==> src/rtl/pc_unit.sv <==
// Fetch program counter with prioritised next-PC select and a one-entry
// buffer that holds a redirect arriving during a stall until the stall releases.
module pc_unit #(
    parameter int unsigned   W           = 32,
    parameter logic [W-1:0]  RESET_VEC   = W'(32'h3000),
    parameter logic [W-1:0]  HANDLER_VEC = W'(32'h4180),
    parameter int unsigned   STEP        = 4,
    parameter logic [W-1:0]  IMEM_LO     = W'(32'h3000),
    parameter logic [W-1:0]  IMEM_HI     = W'(32'h6FFC)
) (
    input  logic         clk,
    input  logic         reset,
    input  logic         stall,
    input  logic         req,
    input  logic         eret,
    input  logic [W-1:0] epc,
    input  logic         br_valid,
    input  logic [W-1:0] br_target,
    output logic [W-1:0] pc,
    output logic         pend_valid,
    output logic         fetch_exc
);

    logic [W-1:0] pend_target;
    logic [W-1:0] pc_nxt;
    logic [W-1:0] pend_target_nxt;
    logic         pend_valid_nxt;

    // Next-state select: exception > eret > stall (buffer) > live redirect > buffered > step
    always_comb begin
        pc_nxt          = pc;
        pend_valid_nxt  = pend_valid;
        pend_target_nxt = pend_target;
        if (req) begin
            pc_nxt         = HANDLER_VEC;
            pend_valid_nxt = 1'b0;
        end else if (eret) begin
            pc_nxt         = epc;
            pend_valid_nxt = 1'b0;
        end else if (stall) begin
            if (br_valid) begin
                pend_target_nxt = br_target;
                pend_valid_nxt  = 1'b1;
            end
        end else if (br_valid) begin
            pc_nxt         = br_target;
            pend_valid_nxt = 1'b0;
        end else if (pend_valid) begin
            pc_nxt         = pend_target;
            pend_valid_nxt = 1'b0;
        end else begin
            pc_nxt = pc + W'(STEP);
        end
    end

    always_ff @(posedge clk) begin
        if (reset) begin
            pc          <= RESET_VEC;
            pend_valid  <= 1'b0;
            pend_target <= '0;
        end else begin
            pc          <= pc_nxt;
            pend_valid  <= pend_valid_nxt;
            pend_target <= pend_target_nxt;
        end
    end

    // Address error is a pure function of the registered pc; it never gates updates
    assign fetch_exc = (pc[1:0] != 2'b00) || (pc < IMEM_LO) || (pc > IMEM_HI);

endmodule

==> config.mk <==
export PLATFORM = sky130hd
export DESIGN_NAME = pc_unit
export DESIGN_NICKNAME = d
export VERILOG_FILES = /design/src/rtl/pc_unit.sv
export SDC_FILE = /design/constraint.sdc
export NUM_CORES = 1
export LEC_CHECK = 0
export CAP_MARGIN = 20
export CORE_AREA = 2 2 109 111
export DETAILED_ROUTE_END_ITERATION = 10
export DIE_AREA = 0 0 111 113
export GPL_TIMING_DRIVEN = 0
export PLACE_DENSITY_LB_ADDON = 0.08
export SLEW_MARGIN = 10
export SYNTH_ARGS = -nofsm -noshare
export SYNTH_HDL_FRONTEND = slang
export SYNTH_SLANG_ARGS = --single-unit
export TNS_END_PERCENT = 1
==> constraint.sdc <==
create_clock -name clk -period 3.05 [get_ports clk]
set_input_delay 0.61 -clock clk [delete_from_list [all_inputs] [get_ports clk]]
set_output_delay 0.61 -clock clk [all_outputs]
set_load 0.02 [all_outputs]
# == After elaboration in Yosys (flattened, before gate mapping) ==
# Cells that the tools add are included.
# classes
n_addsub,1
shifts,0
mul,0
div,0
n_eq_ne,2
n_bitwise,3
n_mux,5
n_lt_le_gt_ge,2
reduce_logical,6
# ops
operator,count
$mux W32,4
$add A32 B3 Y32 const B,1
$gt A32 B15 Y1 const B,1
$lt A32 B14 Y1 const B,1
$mux W15,1
$reduce_and A4 Y1,1
$reduce_or A4 Y1,1
$ne A3 B1 Y1 const B,1
$not A1 Y1,3
$logic_or A1 B1 Y1,2
$ne A2 B1 Y1 const B,1
$reduce_bool A2 Y1,1
$reduce_or A2 Y1,1
# word_totals
rom_bits,0
latchBits,0
output_inout_bits,34
input_bits,70
ramBits,0
n_memories,0
ff_bits,65

# == Logic depth before layout (Yosys ltp) ==
# Gate-level depths: netlist of run 1.
# logic_depth
ltp_word,6
mapped_depth,8
mapped_depth_nobuf,6

# == Worst setup path before layout of run 1 ==
# OpenSTA, ideal clock, no wires.
# synth_path
path_type,reg2reg
startpoint,register pc[2]
endpoint,register pc[28]
synth_period_minus_slack_ns,2.192
setup_time_ns,0.134
n_path_buf,1
arrival_ns,2.057
t_required_ns,2.916
path_stages_with_launch,8
setup_slack_ns,0.858
cell_sequence,dfxtp_1 > ha_1 > nand2_1 > or4_4 > buf_6 > o31a_1 > o21ai_0 > a211oi_1
# synth_between
elab_chain_len,5
# synth_rtl
item,line,source
from (decl),19,"output logic [W-1:0] pc,"
from (signal assigned),62,pc <= pc_nxt;
$add A32 B3 Y32,52,pc_nxt = pc + W'(STEP);
$mux W32,48,end else if (pend_valid) begin
$mux W32,45,end else if (br_valid) begin
$mux W32,40,end else if (stall) begin
$mux W32,37,end else if (eret) begin
# No other way between the ends. The select of a mux whose other input is x is not followed.
# A chain may end at the register's enable or synchronous reset.

# == Worst setup path after layout of run 1 ==
# layout_path
startpoint,register pc[26]
endpoint,output port fetch_exc
# layout_between
elab_chain_len,3
# layout_rtl
item,line,source
$lt A32 B14 Y1,69,assign fetch_exc = (pc[1:0] != 2'b00) || (pc < IMEM_LO) || (pc > IMEM_HI);
$logic_or A1 B1 Y1,69,
$logic_or A1 B1 Y1 (*),69,
to (decl),21,output logic fetch_exc
# Every way passes the cells marked *; elsewhere a longest branch is shown, timed or not.

==> report_table.html, run 1 <==
<table>
<tr><th>Metric</th><th>Value</th></tr>
<tr><th colspan="2">Critical path</th></tr>
<tr><td>Required time at the worst-slack endpoint</td><td>2440 ps</td></tr>
<tr><td>WP data arrival</td><td>about 2200 ps</td></tr>
<tr><td>CP Max Fanout</td><td>7</td></tr>
<tr><td>WS Path Type</td><td>reg -&gt; out</td></tr>
<tr><td>Category of the worst setup path capture point</td><td>primary output</td></tr>
<tr><td>Crit start category</td><td>register</td></tr>
<tr><th colspan="2">Pwr</th></tr>
<tr><td>Power density of the placed cells</td><td>453 mW/mm^2</td></tr>
<tr><td>Peak VDD IR</td><td>about 0.0002 V</td></tr>
<tr><td>Leakage power of the design</td><td>approximately 0.0018 uW</td></tr>
<tr><th colspan="2">Place</th></tr>
<tr><td>Inst Count DP</td><td>about 770</td></tr>
<tr><td>Port buffer count</td><td>101</td></tr>
<tr><td>Final Wtd Congestion</td><td>~0.92</td></tr>
<tr><td>Half-perimeter wire length after detailed placement</td><td>around 11000 um</td></tr>
<tr><th colspan="2">Clocking</th></tr>
<tr><td>Num Clock Sinks</td><td>65</td></tr>
<tr><td>Insertion delay to the later sink of the worst-skew pair</td><td>approximately 340 ps</td></tr>
<tr><td>Root buffer selected by CTS</td><td>clkbuf_16</td></tr>
<tr><td>Largest buffer count on any clock path</td><td>2</td></tr>
<tr><td>Number of H-tree levels</td><td>3</td></tr>
<tr><td>Clock-pin slew on the worst setup and hold paths</td><td>60 ps</td></tr>
<tr><td>Num CTS Buffers</td><td>9</td></tr>
<tr><td>Post-CTS setup buffer count</td><td>0</td></tr>
<tr><td>CTS tree</td><td>yes</td></tr>
<tr><th colspan="2">Timing</th></tr>
<tr><td>Summed negative setup slack over all endpoints</td><td>0 ps</td></tr>
<tr><td>Slew at the pin closest to its max-slew limit</td><td>~970 ps</td></tr>
<tr><td>Fmax</td><td>357 MHz</td></tr>
<tr><td>Total of endpoints with negative setup slack in the final report</td><td>0</td></tr>
<tr><td>Max-slew violation count</td><td>0</td></tr>
<tr><td>RSZ-0062 raised after global routing</td><td>false</td></tr>
<tr><td>Final hold violation count</td><td>0</td></tr>
<tr><td>Clock tree skew after final layout</td><td>5.43 ps</td></tr>
<tr><td>Fin crit period</td><td>2800 ps</td></tr>
<tr><td>Final period utilization</td><td>about 92%</td></tr>
<tr><td>Worst relative slew slack</td><td>between 30% and 40%</td></tr>
<tr><th colspan="2">Synthesis</th></tr>
<tr><td>Most common flop cell mapped by yosys</td><td>dfxtp_1</td></tr>
<tr><td>Number of synthesized register bits</td><td>65</td></tr>
<tr><td>Post-Synthesis Mean Instance Area</td><td>approximately 7.4 sq um</td></tr>
<tr><td>Number of flops mapped to enable cells by yosys</td><td>0</td></tr>
<tr><td>Post-synthesis cell area</td><td>~0.0039 sq mm</td></tr>
<tr><td>Top-area cell type share of the netlist area</td><td>between 30% and 40%</td></tr>
<tr><td>Post-Syn Nets</td><td>~600</td></tr>
<tr><td>Warning count from the yosys run</td><td>0</td></tr>
<tr><td>Async S/R FF share, synth</td><td>0%</td></tr>
<tr><td>Cell type with the largest total area after synthesis</td><td>dfxtp_1</td></tr>
<tr><td>Number of standard cells after synthesis</td><td>around 530</td></tr>
<tr><td>Number of different library cells in the post-synthesis netlist</td><td>61</td></tr>
<tr><td>Main area contributors after synthesis</td><td>dfxtp_1 (33%), nand2_1 (10%), a21oi_1 (7.0%)</td></tr>
<tr><td>Top cells by instance count after synthesis</td><td>nand2_1 (104), dfxtp_1 (65), a21oi_1 (55), clkbuf_1 (32), nor2_1 (32)</td></tr>
<tr><td>Sequential-to-total area share from yosys stat</td><td>between 30 and 40%</td></tr>
<tr><td>Most common cell in the netlist</td><td>nand2_1</td></tr>
<tr><th colspan="2">Detailed routing</th></tr>
<tr><td>Number of detailed-route iterations in the first pass</td><td>5</td></tr>
<tr><td>Via density per instance</td><td>between 5 and 6</td></tr>
<tr><td>Total number of vias</td><td>~4500</td></tr>
<tr><td>Met2 routed WL</td><td>7290 um</td></tr>
<tr><td>Number of violations reported at the end of detailed-routing iteration 0</td><td>420</td></tr>
<tr><td>DRC errors left</td><td>0</td></tr>
<tr><td>Post-route ant nets</td><td>0</td></tr>
<tr><td>Total length of routed wires</td><td>between 15000 and 20000 um</td></tr>
<tr><td>WL per Instance</td><td>a little under 20 um</td></tr>
<tr><td>Top layer reached by signal wires</td><td>met4</td></tr>
<tr><td>Met3 wire length</td><td>~1100 um</td></tr>
<tr><td>M1 wire length</td><td>around 6700 um</td></tr>
<tr><th colspan="2">Run</th></tr>
<tr><td>Max-cap violations</td><td>0</td></tr>
<tr><th colspan="2">Global routing</th></tr>
<tr><td>Remaining global-route overflow</td><td>0</td></tr>
<tr><td>Number of global-route vias before repair</td><td>around 4300</td></tr>
<tr><td>GRT Util Overall</td><td>between 20% and 30%</td></tr>
<tr><td>Largest net degree at the start of global routing</td><td>11</td></tr>
<tr><td>Wire length of the first global-routing pass</td><td>24100 um</td></tr>
<tr><td>Number of antenna violations at the first check in global routing</td><td>0</td></tr>
<tr><th colspan="2">Final layout</th></tr>
<tr><td>Finished Layout Cells</td><td>788</td></tr>
<tr><td>Area Overhead vs Synth</td><td>38.4%</td></tr>
<tr><td>Number of nets in the layout</td><td>711</td></tr>
<tr><td>Diodes inserted</td><td>0</td></tr>
<tr><td>Total area of multi-input combinational cells</td><td>approximately 0.0024 sq mm</td></tr>
<tr><td>Reg area</td><td>about 0.0013 sq mm</td></tr>
<tr><td>Filler cell count</td><td>around 1200</td></tr>
<tr><td>Share of post-route cells with drive strength above 1</td><td>under 10%</td></tr>
<tr><th colspan="2">Floorplan</th></tr>
<tr><td>Die Area</td><td>0.0125 sq mm</td></tr>
<tr><td>Number of rows in the core area</td><td>39</td></tr>
<tr><td>Die Y-Extent</td><td>roughly 110 um</td></tr>
<tr><td>Starting utilization of the core area</td><td>~35%</td></tr>
<tr><td>Horiz. Die Dim</td><td>111 um</td></tr>
<tr><td>I/O pin count</td><td>roughly 100</td></tr>
<tr><td>Core footprint</td><td>between 0.01 and 0.015 sq mm</td></tr>
<tr><th colspan="2">Min path</th></tr>
<tr><td>Worst min path class</td><td>reg -&gt; reg</td></tr>
<tr><th colspan="2">Status</th></tr>
<tr><td>Status</td><td>finished, final reports clean</td></tr>
</table>
-- kinds of logic after synthesis --
family	Yosys count	synth area share (%)
xor+xnor	10	2.24
simple gates	234	29.8
fa+ha+maj	1	0.320
flops	65	33.3
mux	5	1.28
buf+inv	55	5.99
compound gates	158	27.1
-- flip-flops by register name (all words and copies together), names as in the netlist, named ones only --
signal	flops
pend_valid	1
pc	30
pend_target	32
-- cell type report --
class                   instances  share of cell area, %
clock buffers                  14                   5.07
well taps                     143                   3.31
flip-flops and latches         65                   24.1
multi-input cells             408                   43.8
repair buffers                101                   18.7
inverters                      12                  0.833
clock inverters                 2                  0.648
plain buffers                  43                   3.54
-- path summary, 6_finish.rpt --
check | end | cells after the start | startpoint | slack (ps)
worst max-delay path | fetch_exc | 5 | pc[26]$_SDFFE_PP0P_ | 250
worst min-delay path | pend_target[7]$_SDFFE_PP0P_ | 2 | pend_target[7]$_SDFFE_PP0P_ | 450
worst max register to register | pc[22]$_SDFFE_PP0P_ | 7 | pc[2]$_SDFFE_PP0P_ | 560
worst min register to register | pend_target[7]$_SDFFE_PP0P_ | 2 | pend_target[7]$_SDFFE_PP0P_ | 450
-- routing by layer --
layer	vias up	track usage, %
met1	2123	32.1
met5	-	0
met4	0	9.33
li1	2170	-
met3	30	3.32
met2	218	41.8
-- power breakdown --
group	internal, uW	total (uW)	switching [uW]
Clock	699	1090	388
Sequential	882	934	51.5
Combinational	203	429	226
-- repair_timing --
| action | in CTS | in global routing |
|---|---|---|
| hold buffers | 0 | 0 |
| setup endpoints to repair | 0 | 17 |
| resized for setup | 0 | 4 |
| endpoints found under the hold margin | 0 | 0 |
-- placed cells by master, fill, tap and decap left out, drive strengths merged, types with 11 or more instances in the layout --
master         Yosys  layout
nand2            104     104
nand3             18      18
o211ai            11      11
nor3              13      13
nor4              17      17
nor2              32      32
a221oi            12      12
clkbuf            32      46
clkdlybuf4s50      0     101
nand2b            11      11
inv               11      11
buf               11      11
a21oi             55      55
dfxtp             65      65
o21ai             23      23
-- through the flow --
step                utilization [%]  hold WS [ps]  total power [uW]  worst slack, ps  instance area (sq um)
floorplan                         -           431              1150              858                   3910
global placement               45.2           440              1370             -315                   5100
detailed placement             45.2           444              1380             -340                   5100
CTS                            48.0           451              2460             11.1                   5410
global route                   48.0           470              2530             15.0                   5410
finish                         48.0           449              2450              245                   5410
-- worst max-delay path: stages, from the launching register on --
cell and delay [ps]:
dfxtp_1 390, nor4_1 320, nand2_1 90, nor4_1 310, nand4_1 180, clkdlybuf4s50_1 580
(Power assumes the default switching activity.)
==> run 2, diff against run 1 <==
--- a/config.mk
+++ b/config.mk
@@ -7,6 +7,7 @@
 export LEC_CHECK = 0
 export CAP_MARGIN = 20
 export CORE_AREA = 2 2 109 111
+export CTS_CLUSTER_SIZE = 30
 export DETAILED_ROUTE_END_ITERATION = 10
 export DIE_AREA = 0 0 111 113
 export GPL_TIMING_DRIVEN = 0
==> results of run 2 <==
Same layout as run 1: the final DEF is identical, and so are final timing and power.
